### config.mk
export PLATFORM = sky130hd
export DESIGN_NAME = bsg_wormhole_packet_arbiter
export DESIGN_NICKNAME = d
export VERILOG_FILES = /design/src/rtl/bsg_wormhole_packet_arbiter_pkg.sv /design/src/rtl/bsg_wormhole_packet_arb_rr.sv /design/src/rtl/bsg_wormhole_packet_arbiter.sv
export SDC_FILE = /design/constraint.sdc
export NUM_CORES = 1
export LEC_CHECK = 0
export ABC_AREA = 1
export CORE_MARGIN = 4
export CORE_UTILIZATION = 40
export DETAILED_ROUTE_END_ITERATION = 8
export PLACE_DENSITY = 0.76
export SKIP_LAST_GASP = 1
export SYNTH_ARGS = -nofsm -noshare
export SYNTH_HDL_FRONTEND = slang
export SYNTH_HIERARCHICAL = 1
export SYNTH_SLANG_ARGS = --single-unit
### constraint.sdc
create_clock -name clk_i -period 2.45 [get_ports clk_i]
set_clock_uncertainty 0.05 [all_clocks]
set_input_delay 0.245 -clock clk_i [delete_from_list [all_inputs] [get_ports clk_i]]
set_output_delay 0.245 -clock clk_i [all_outputs]
set_load 0.005 [all_outputs]
### src/rtl/bsg_wormhole_packet_arbiter_pkg.sv
// Shared types and helpers for the wormhole packet arbiter.
// Optional output register slice: define BSG_WORMHOLE_PACKET_ARB_OUT_REG_EN.
`ifndef BSG_SAFE_CLOG2
`define BSG_SAFE_CLOG2(x) (((x) == 1) ? 1 : $clog2(x))
`endif

// Header layout, LSB first: x_cord, y_cord, len.
`ifndef BSG_WORMHOLE_PKT_ARB_HEADER_T
`define BSG_WORMHOLE_PKT_ARB_HEADER_T(name, xw, yw, lw) \
  typedef struct packed { \
    logic [(lw)-1:0] len; \
    logic [(yw)-1:0] y_cord; \
    logic [(xw)-1:0] x_cord; \
  } name;
`endif

package bsg_wormhole_packet_arbiter_pkg;

  typedef enum logic [0:0] {
    eIdle = 1'b0,
    eBusy = 1'b1
  } state_e;

  function automatic int unsigned rr_next(input int unsigned idx, input int unsigned n);
    return (idx + 1 >= n) ? 0 : idx + 1;
  endfunction

endpackage

### src/rtl/bsg_wormhole_packet_arb_rr.sv
// Combinational round-robin search: first valid source at or after rr_ptr_i.
module bsg_wormhole_packet_arb_rr #(
  parameter int num_in_p = 4
) (
  input  logic [num_in_p-1:0]                     v_i,
  input  logic [`BSG_SAFE_CLOG2(num_in_p)-1:0]    rr_ptr_i,
  output logic [num_in_p-1:0]                     grant_o,
  output logic [`BSG_SAFE_CLOG2(num_in_p)-1:0]    idx_o,
  output logic                                    v_o
);

  localparam int ptr_width_lp = `BSG_SAFE_CLOG2(num_in_p);

  logic [ptr_width_lp-1:0] cand;

  always_comb begin
    grant_o = '0;
    idx_o   = '0;
    v_o     = 1'b0;
    cand    = '0;
    for (int unsigned i = 0; i < num_in_p; i++) begin
      cand = ptr_width_lp'((32'(rr_ptr_i) + i) % 32'(num_in_p));
      if (!v_o && v_i[cand]) begin
        v_o           = 1'b1;
        grant_o[cand] = 1'b1;
        idx_o         = cand;
      end
    end
  end

endmodule

### src/rtl/bsg_wormhole_packet_arbiter.sv
// Packet-granular round-robin arbiter sharing one wormhole flit link.
// Optional registered skid output: define BSG_WORMHOLE_PACKET_ARB_OUT_REG_EN.
module bsg_wormhole_packet_arbiter
  import bsg_wormhole_packet_arbiter_pkg::*;
#(
  parameter int num_in_p       = 4,
  parameter int flit_width_p   = 8,
  parameter int x_cord_width_p = 2,
  parameter int y_cord_width_p = 2,
  parameter int max_num_flit_p = 3
) (
  input  logic                             clk_i,
  input  logic                             reset_n_i,
  input  logic [num_in_p*flit_width_p-1:0] data_i,
  input  logic [num_in_p-1:0]              v_i,
  output logic [num_in_p-1:0]              ready_o,
  output logic [flit_width_p-1:0]          data_o,
  output logic                             v_o,
  input  logic                             ready_i,
  output logic [num_in_p-1:0]              grant_o
);

  localparam int len_width_lp = `BSG_SAFE_CLOG2(max_num_flit_p);
  localparam int ptr_width_lp = `BSG_SAFE_CLOG2(num_in_p);

  `BSG_WORMHOLE_PKT_ARB_HEADER_T(hdr_s, x_cord_width_p, y_cord_width_p, len_width_lp)

  localparam int len_lsb_lp = $bits(hdr_s) - len_width_lp;
  localparam logic [num_in_p-1:0] one_lp = num_in_p'(1);

  state_e                  state_q, state_d;
  logic [len_width_lp-1:0] cnt_q, cnt_d;
  logic [ptr_width_lp-1:0] owner_q, owner_d;
  logic [ptr_width_lp-1:0] rr_ptr_q, rr_ptr_d;

  logic [num_in_p-1:0]     rr_grant, arb_grant, arb_ready_vec;
  logic [ptr_width_lp-1:0] rr_idx, sel_idx;
  logic                    rr_v, arb_v, arb_ready, arb_hs;
  logic [flit_width_p-1:0] arb_data, out_data;
  logic [len_width_lp-1:0] hdr_len;
  logic                    out_v;

  bsg_wormhole_packet_arb_rr #(.num_in_p(num_in_p)) rr (
    .v_i     (v_i),
    .rr_ptr_i(rr_ptr_q),
    .grant_o (rr_grant),
    .idx_o   (rr_idx),
    .v_o     (rr_v)
  );

  always_comb begin
    sel_idx       = (state_q == eBusy) ? owner_q : rr_idx;
    arb_v         = (state_q == eBusy) ? v_i[owner_q] : rr_v;
    arb_grant     = (state_q == eBusy) ? (one_lp << owner_q) : rr_grant;
    arb_ready_vec = arb_grant & {num_in_p{arb_ready}};
    arb_data      = data_i[sel_idx*flit_width_p +: flit_width_p];
    hdr_len       = arb_data[len_lsb_lp +: len_width_lp];
    arb_hs        = arb_v & arb_ready;
  end

  always_comb begin
    state_d  = state_q;
    cnt_d    = cnt_q;
    owner_d  = owner_q;
    rr_ptr_d = rr_ptr_q;
    if (arb_hs) begin
      if (state_q == eIdle) begin
        if (hdr_len == '0) begin
          rr_ptr_d = ptr_width_lp'(rr_next(32'(rr_idx), num_in_p));
        end else begin
          cnt_d   = hdr_len;
          owner_d = rr_idx;
          state_d = eBusy;
        end
      end else begin
        cnt_d = cnt_q - len_width_lp'(1);
        if (cnt_q == len_width_lp'(1)) begin
          state_d  = eIdle;
          rr_ptr_d = ptr_width_lp'(rr_next(32'(owner_q), num_in_p));
        end
      end
    end
  end

  always_ff @(posedge clk_i or negedge reset_n_i) begin
    if (!reset_n_i) begin
      state_q  <= eIdle;
      cnt_q    <= '0;
      owner_q  <= '0;
      rr_ptr_q <= '0;
    end else begin
      state_q  <= state_d;
      cnt_q    <= cnt_d;
      owner_q  <= owner_d;
      rr_ptr_q <= rr_ptr_d;
    end
  end

`ifdef BSG_WORMHOLE_PACKET_ARB_OUT_REG_EN
  // Two-entry skid: the arbiter sees ready as long as the skid slot is empty.
  logic                    out_v_q, skid_v_q;
  logic [flit_width_p-1:0] out_data_q, skid_data_q;

  assign arb_ready = ~skid_v_q;
  assign out_v     = out_v_q;
  assign out_data  = out_data_q;

  always_ff @(posedge clk_i or negedge reset_n_i) begin
    if (!reset_n_i) begin
      out_v_q     <= 1'b0;
      skid_v_q    <= 1'b0;
      out_data_q  <= '0;
      skid_data_q <= '0;
    end else if (!out_v_q || ready_i) begin
      if (skid_v_q) begin
        out_v_q    <= 1'b1;
        out_data_q <= skid_data_q;
        skid_v_q   <= 1'b0;
      end else begin
        out_v_q    <= arb_v;
        out_data_q <= arb_data;
      end
    end else if (arb_hs) begin
      skid_v_q    <= 1'b1;
      skid_data_q <= arb_data;
    end
  end
`else
  assign arb_ready = ready_i;
  assign out_v     = arb_v;
  assign out_data  = arb_data;
`endif

  // Outputs are forced quiet while reset is held, independent of the clock.
  assign v_o     = reset_n_i & out_v;
  assign data_o  = out_data;
  assign grant_o = {num_in_p{reset_n_i}} & arb_grant;
  assign ready_o = {num_in_p{reset_n_i}} & arb_ready_vec;

  a_len_legal: assert property (@(posedge clk_i) disable iff (!reset_n_i)
    (state_q == eIdle && arb_hs) |-> (32'(hdr_len) < 32'(max_num_flit_p)));

endmodule

After elaboration in Yosys (flattened, before gate mapping). Cells that the tools add are included.

Register bits: 7. Bits of input ports: 39. Output and inout port bits: 17.

Add/sub/neg operators: 6. $lt $le $gt $ge: 11. Eq/ne operators: 3. Shifts and indexed selects: 2. Mux-type cells: 43. Bitwise gates (word level): 10. Reduce and logical (&&, ||, !) cells: 15.

Operator list (count): $shiftx A32 B6 Y8 (1); $mux W2 (12); $mux W4 (5); $mux W1 (17); $lt A2 B3 Y1 const B (5); $and A4 B4 Y4 (3); $or A4 B4 Y4 (3); $bmux W1 S2 (5); $demux W1 S2 (4); $ge A2 B1 Y1 const B (4); $logic_and A1 B1 Y1 (7); $add A2 B1 Y3 const B (2); $ge A3 B3 Y1 const B (2); $reduce_and A3 Y1 (2); $add A2 B2 Y2 const B (2); $shl A1 B2 Y4 const A (1); $logic_not A1 Y1 (3); $add A2 B1 Y2 const B (1); $and A1 B1 Y1 (2); $eq A2 B1 Y1 const B (1); $logic_not A2 Y1 (1); $ne A2 B1 Y1 const B (1); $ne A2 B2 Y1 const B (1); $not A1 Y1 (2); other kinds (3) (3).

Depth between registers and ports, before layout.
Depth in word-level cells: 17. Gate-level depth with buffers: 19. Depth with buffers taken out: 18.

Modules after synthesis. The synthesis kept the hierarchy.

By module, submodules not included: bsg_wormhole_packet_arbiter (instances 1, cells an instance 150, area each 942.2 µm², sequential area each 175.2 µm²); bsg_wormhole_packet_arb_rr (instances 1, cells an instance 74, area each 440.4 µm², sequential area each 0.0 µm²).

Worst setup path before layout. Ideal clock, no wire load.

Path type: flip-flop to output port. Start: register rr_ptr_q[0]. End: output port data_o[0]. Data arrival time: 2284 ps. Data required time: 2155 ps. Slack: -129 ps. Stages on the path, launching flop included: 15. Cell sequence: dfrtp_1 > inv_2 > ha_1 > inv_1 > nand3_1 > nand2_1 > nor2_1 > a21oi_1 > nand3_1 > nand2_2 > nand2_4 > inv_1 > buf_2 > o21ai_0 > o22ai_1.

Word-level cells in the longest chain between the ends: 14. Elaborated cells on any way between the ends: 26.

Ends and longest elaborated chain: start, declared (line bsg_wormhole_packet_arbiter.sv:34) `logic [ptr_width_lp-1:0] rr_ptr_q, rr_ptr_d;`; start signal, assigned (line bsg_wormhole_packet_arbiter.sv:95) `rr_ptr_q <= rr_ptr_d;`; parallel branches: the longest is 11 deep, another holds $add A2 B1 Y2; $mux W2 * (line bsg_wormhole_packet_arb_rr.sv:23) `if (!v_o && v_i[cand]) begin`; via rr_idx[0] (line bsg_wormhole_packet_arbiter.sv:37) `logic [ptr_width_lp-1:0] rr_idx, sel_idx;`; $mux W2 * (line bsg_wormhole_packet_arbiter.sv:52) `sel_idx = (state_q == eBusy) ? owner_q : rr_idx;`; $shiftx A32 B6 Y8 * (line bsg_wormhole_packet_arbiter.sv:56) `arb_data = data_i[sel_idx*flit_width_p +: flit_width_p];`; end, declared (line bsg_wormhole_packet_arbiter.sv:17) `output logic [flit_width_p-1:0] data_o,`.

Mark *: on every way through the listed nets, which the timed path passes. The select of a mux whose other input is x is not followed.

Worst setup path in the final report.
Start: register rr_ptr_q[0]. End: output port data_o[2].

Same word-level chain as after synthesis.

==> impl_metrics.tcl <==
set metrics [dict create \
    drc_errors 0 \
    rsz0062_at_grt "yes" \
    cts_tree "yes" \
    routedWlPerCell_um 17.1 \
    leakage_uw 0.00132 \
    critPathRequiredTime_ns 2.15 \
    arrival_ns 2.50 \
    multi_input_area_um2 1290 \
    layout.nets 386 \
    r2r_cells 22 \
    antenna_left 0 \
    avgViaCountPerCell 5.44 \
    io_buffers 55 \
    place_area_um2 2150 \
    io_pins 56 \
    final_cell_area_um2 2620 \
    fin_ws_ns -0.343 \
    worst_pin_slew_ns 0.353 \
    chipHeight_um 66.8 \
    final_layout_size_suffix_gt1_share_pct 46.0 \
    yosys_warnings 6 \
    vias 2072 \
    status "complete, but fails checks" \
    drv_slew 0 \
    hpwl_um 3670 \
    drtPass1Iterations 4 \
    p_per_area_nw_per_um2 1570 \
    grt_overflow 0 \
    seq_area_um2 178 \
    seq_area_frac_synth_pct 12.7 \
    grt_pass1_wl_um 8850 \
    hold_viol 0 \
    syn_inst 224 \
    worstHoldPathType "input pin to async pin" \
    n_antenna_cell 0 \
    drv_cap 0 \
    grt_max_degree 12 \
    clk_pin_slew_ns 0.06 \
    setup-violations-final 16 \
    clock_path_buffers 2 \
    syn_area_um2 1380 \
    violations "negative setup slack" \
    wl_um 6520 \
    start_kind "register" \
    area_growth_pct 89.6 \
    clock_latency_ns 0.25 \
    syn_nets 274 \
    fillCellCount 212 \
    cts_inserted_buffers 3 \
    period_share_pct 114 \
    period_minus_slack_ns 2.79 \
    core_um2 3340 \
    cp-end-kind "output port" \
    vdd_drop_max_uv 877 \
    drt_iter0_markers 144 \
    clockRootBuffer "clkbuf_4" \
    syn_avg_cell_area_um2 6.17 \
    grt_usage_pct 25.5 \
    start_util_pct 41.4 \
    htreeDepth 1 \
    ys_types 23 \
    cts.hold.buffers_added 0 \
    relSlewSlack_pct 76.4 \
    max_freq_ghz 0.358 \
    grt_pass1_vias 1924 \
    place_congestion 0.817 \
    path_class "register to output port" \
    die_w_um 66.8 \
    ys_seq_elements 7 \
    final.setup.tns_ns -3.46 \
    antenna_found_initial 0 \
    path_max_fanout 9 \
    dieArea_um2 4460 \
    rows 21 \
    cts_sinks 7 \
]
-- cell usage after synthesis (all sizes together) --
cell | instances | share of area (%)
nand2 | 64 | 21
nand3 | 37 | 15
inv | 26 | 7.1
nor2 | 24 | 8.7
o21ai | 14 | 5.9
ha | 11 | 10
a21oi | 8 | 2.9
dfrtp | 7 | 13
nand4 | 7 | 3.2
o22ai | 7 | 3.2
buf | 5 | 3.2
a21boi | 4 | 2.2
nor3 | 4 | 1.4
mux2i | 3 | 2.2
or2 | 3 | 1.4
-- cell usage in the layout, fill, tap and decap left out, types with 3 or more instances in the layout --
master and instances:
o22ai_1 6, a21boi_0 3, nand2_1 36, or2_2 3, nand3_1 21, buf_4 46, clkdlybuf4s50_1 38, nor2_1 18
clkbuf_4 3, nor3_1 3, inv_4 3, o21ai_2 9, nand2_4 7, dfrtp_1 5, clkbuf_2 6, a21oi_1 6
nand3_2 11, buf_2 10, nand3_4 5, nand4_1 7, inv_2 4, buf_6 7, ha_1 10, nand2_2 21
o21ai_1 3, mux2i_1 3, nor2_4 5, inv_1 18
-- timing repair --
item | CTS | global route
gates cloned | 2 | 0
setup endpoints to repair | 23 | 24
resized for setup | 95 | 49
endpoints found under the hold margin | 0 | 0
pin swaps | 24 | 22
buffers inserted | 27 | 7
-- power by group --
part           internal [uW]  leakage, uW  total (uW)  switching [uW]
registers                170    0.0000841         249            79.4
clock network           62.7    0.0000150         113            50.2
logic                   1770      0.00122        3740            1980
-- worst paths after layout --
path / from / to / slack (ns)
max: rr_ptr_q[0] / data_o[2] / -0.34
min: reset_n_i / owner_q[1] / 0.28
max reg2reg: rr_ptr_q[0] / rr_ptr_q[0] / -0.20
min reg2reg: cnt_q[1] / cnt_q[1] / 0.45
max in group asynchronous: reset_n_i / rr_ptr_q[0] / 1.92
min in group clk_i: cnt_q[1] / cnt_q[1] / 0.45
-- area by class of cell --
type	instances	share of cell area, %
multi-input cells	186	49.2
repair buffers	111	36.4
flip-flops and latches	7	6.78
inverters	26	4.15
well taps	46	2.20
clock buffers	4	1.00
repair inverters	1	0.286
-- stage by stage --
stage	setup slack [ns]	std cells	util (%)	hold WS, ns	total power, uW
6_report	-0.343	381	78.6	0.278	4110
5_1_grt	-0.433	381	78.6	0.288	4380
4_1_cts	-0.214	375	74.1	0.258	3510
3_5_place_dp	-0.525	346	64.4	0.435	2760
3_3_place_gp	-0.492	346	64.4	0.406	2710
2_1_floorplan	0.0121	224	-	-0.101	1740
-- worst max-delay path: stages (launching register included) --
cell and delay [ns]:
dfrtp_2 0.43, buf_6 0.15, nand2_1 0.11, nand2_2 0.08
nand2_2 0.07, nand2_2 0.06, nor2_4 0.14, nand4_1 0.11
nand3_2 0.12, nand2_2 0.10, nand2_4 0.12, buf_6 0.14
clkinvlp_4 0.17, o21ai_2 0.21, o22ai_1 0.08, buf_2 0.13
-- sequential cells by signal, indices dropped and copies added, names as in the netlist --
signal	cells
cnt_q	2
owner_q	2
rr_ptr_q	2
state_q	1
-- logic make-up (layout without fill, tap and decap cells) --
logic type | count (synthesis) | in the layout | share of synthesized area [%]
flip-flops | 7 | 7 | 12.7
AND/OR/NAND/NOR | 139 | 139 | 50.9
AO/OA/AOI/OAI | 33 | 33 | 14.1
buffers and inverters | 31 | 142 | 10.2
multiplexers | 3 | 3 | 2.17
adder cells (fa/ha/maj) | 11 | 11 | 9.95
-- metal layers --
layer  track usage (%)  vias up  wire, um
met2              45.3      111      3210
met4              12.7        0       365
met3              6.41       36       564
li1                  -      973         -
met5                 0        -         0
met1              27.9      952      2380
Power figures use the tool's default switching activity.
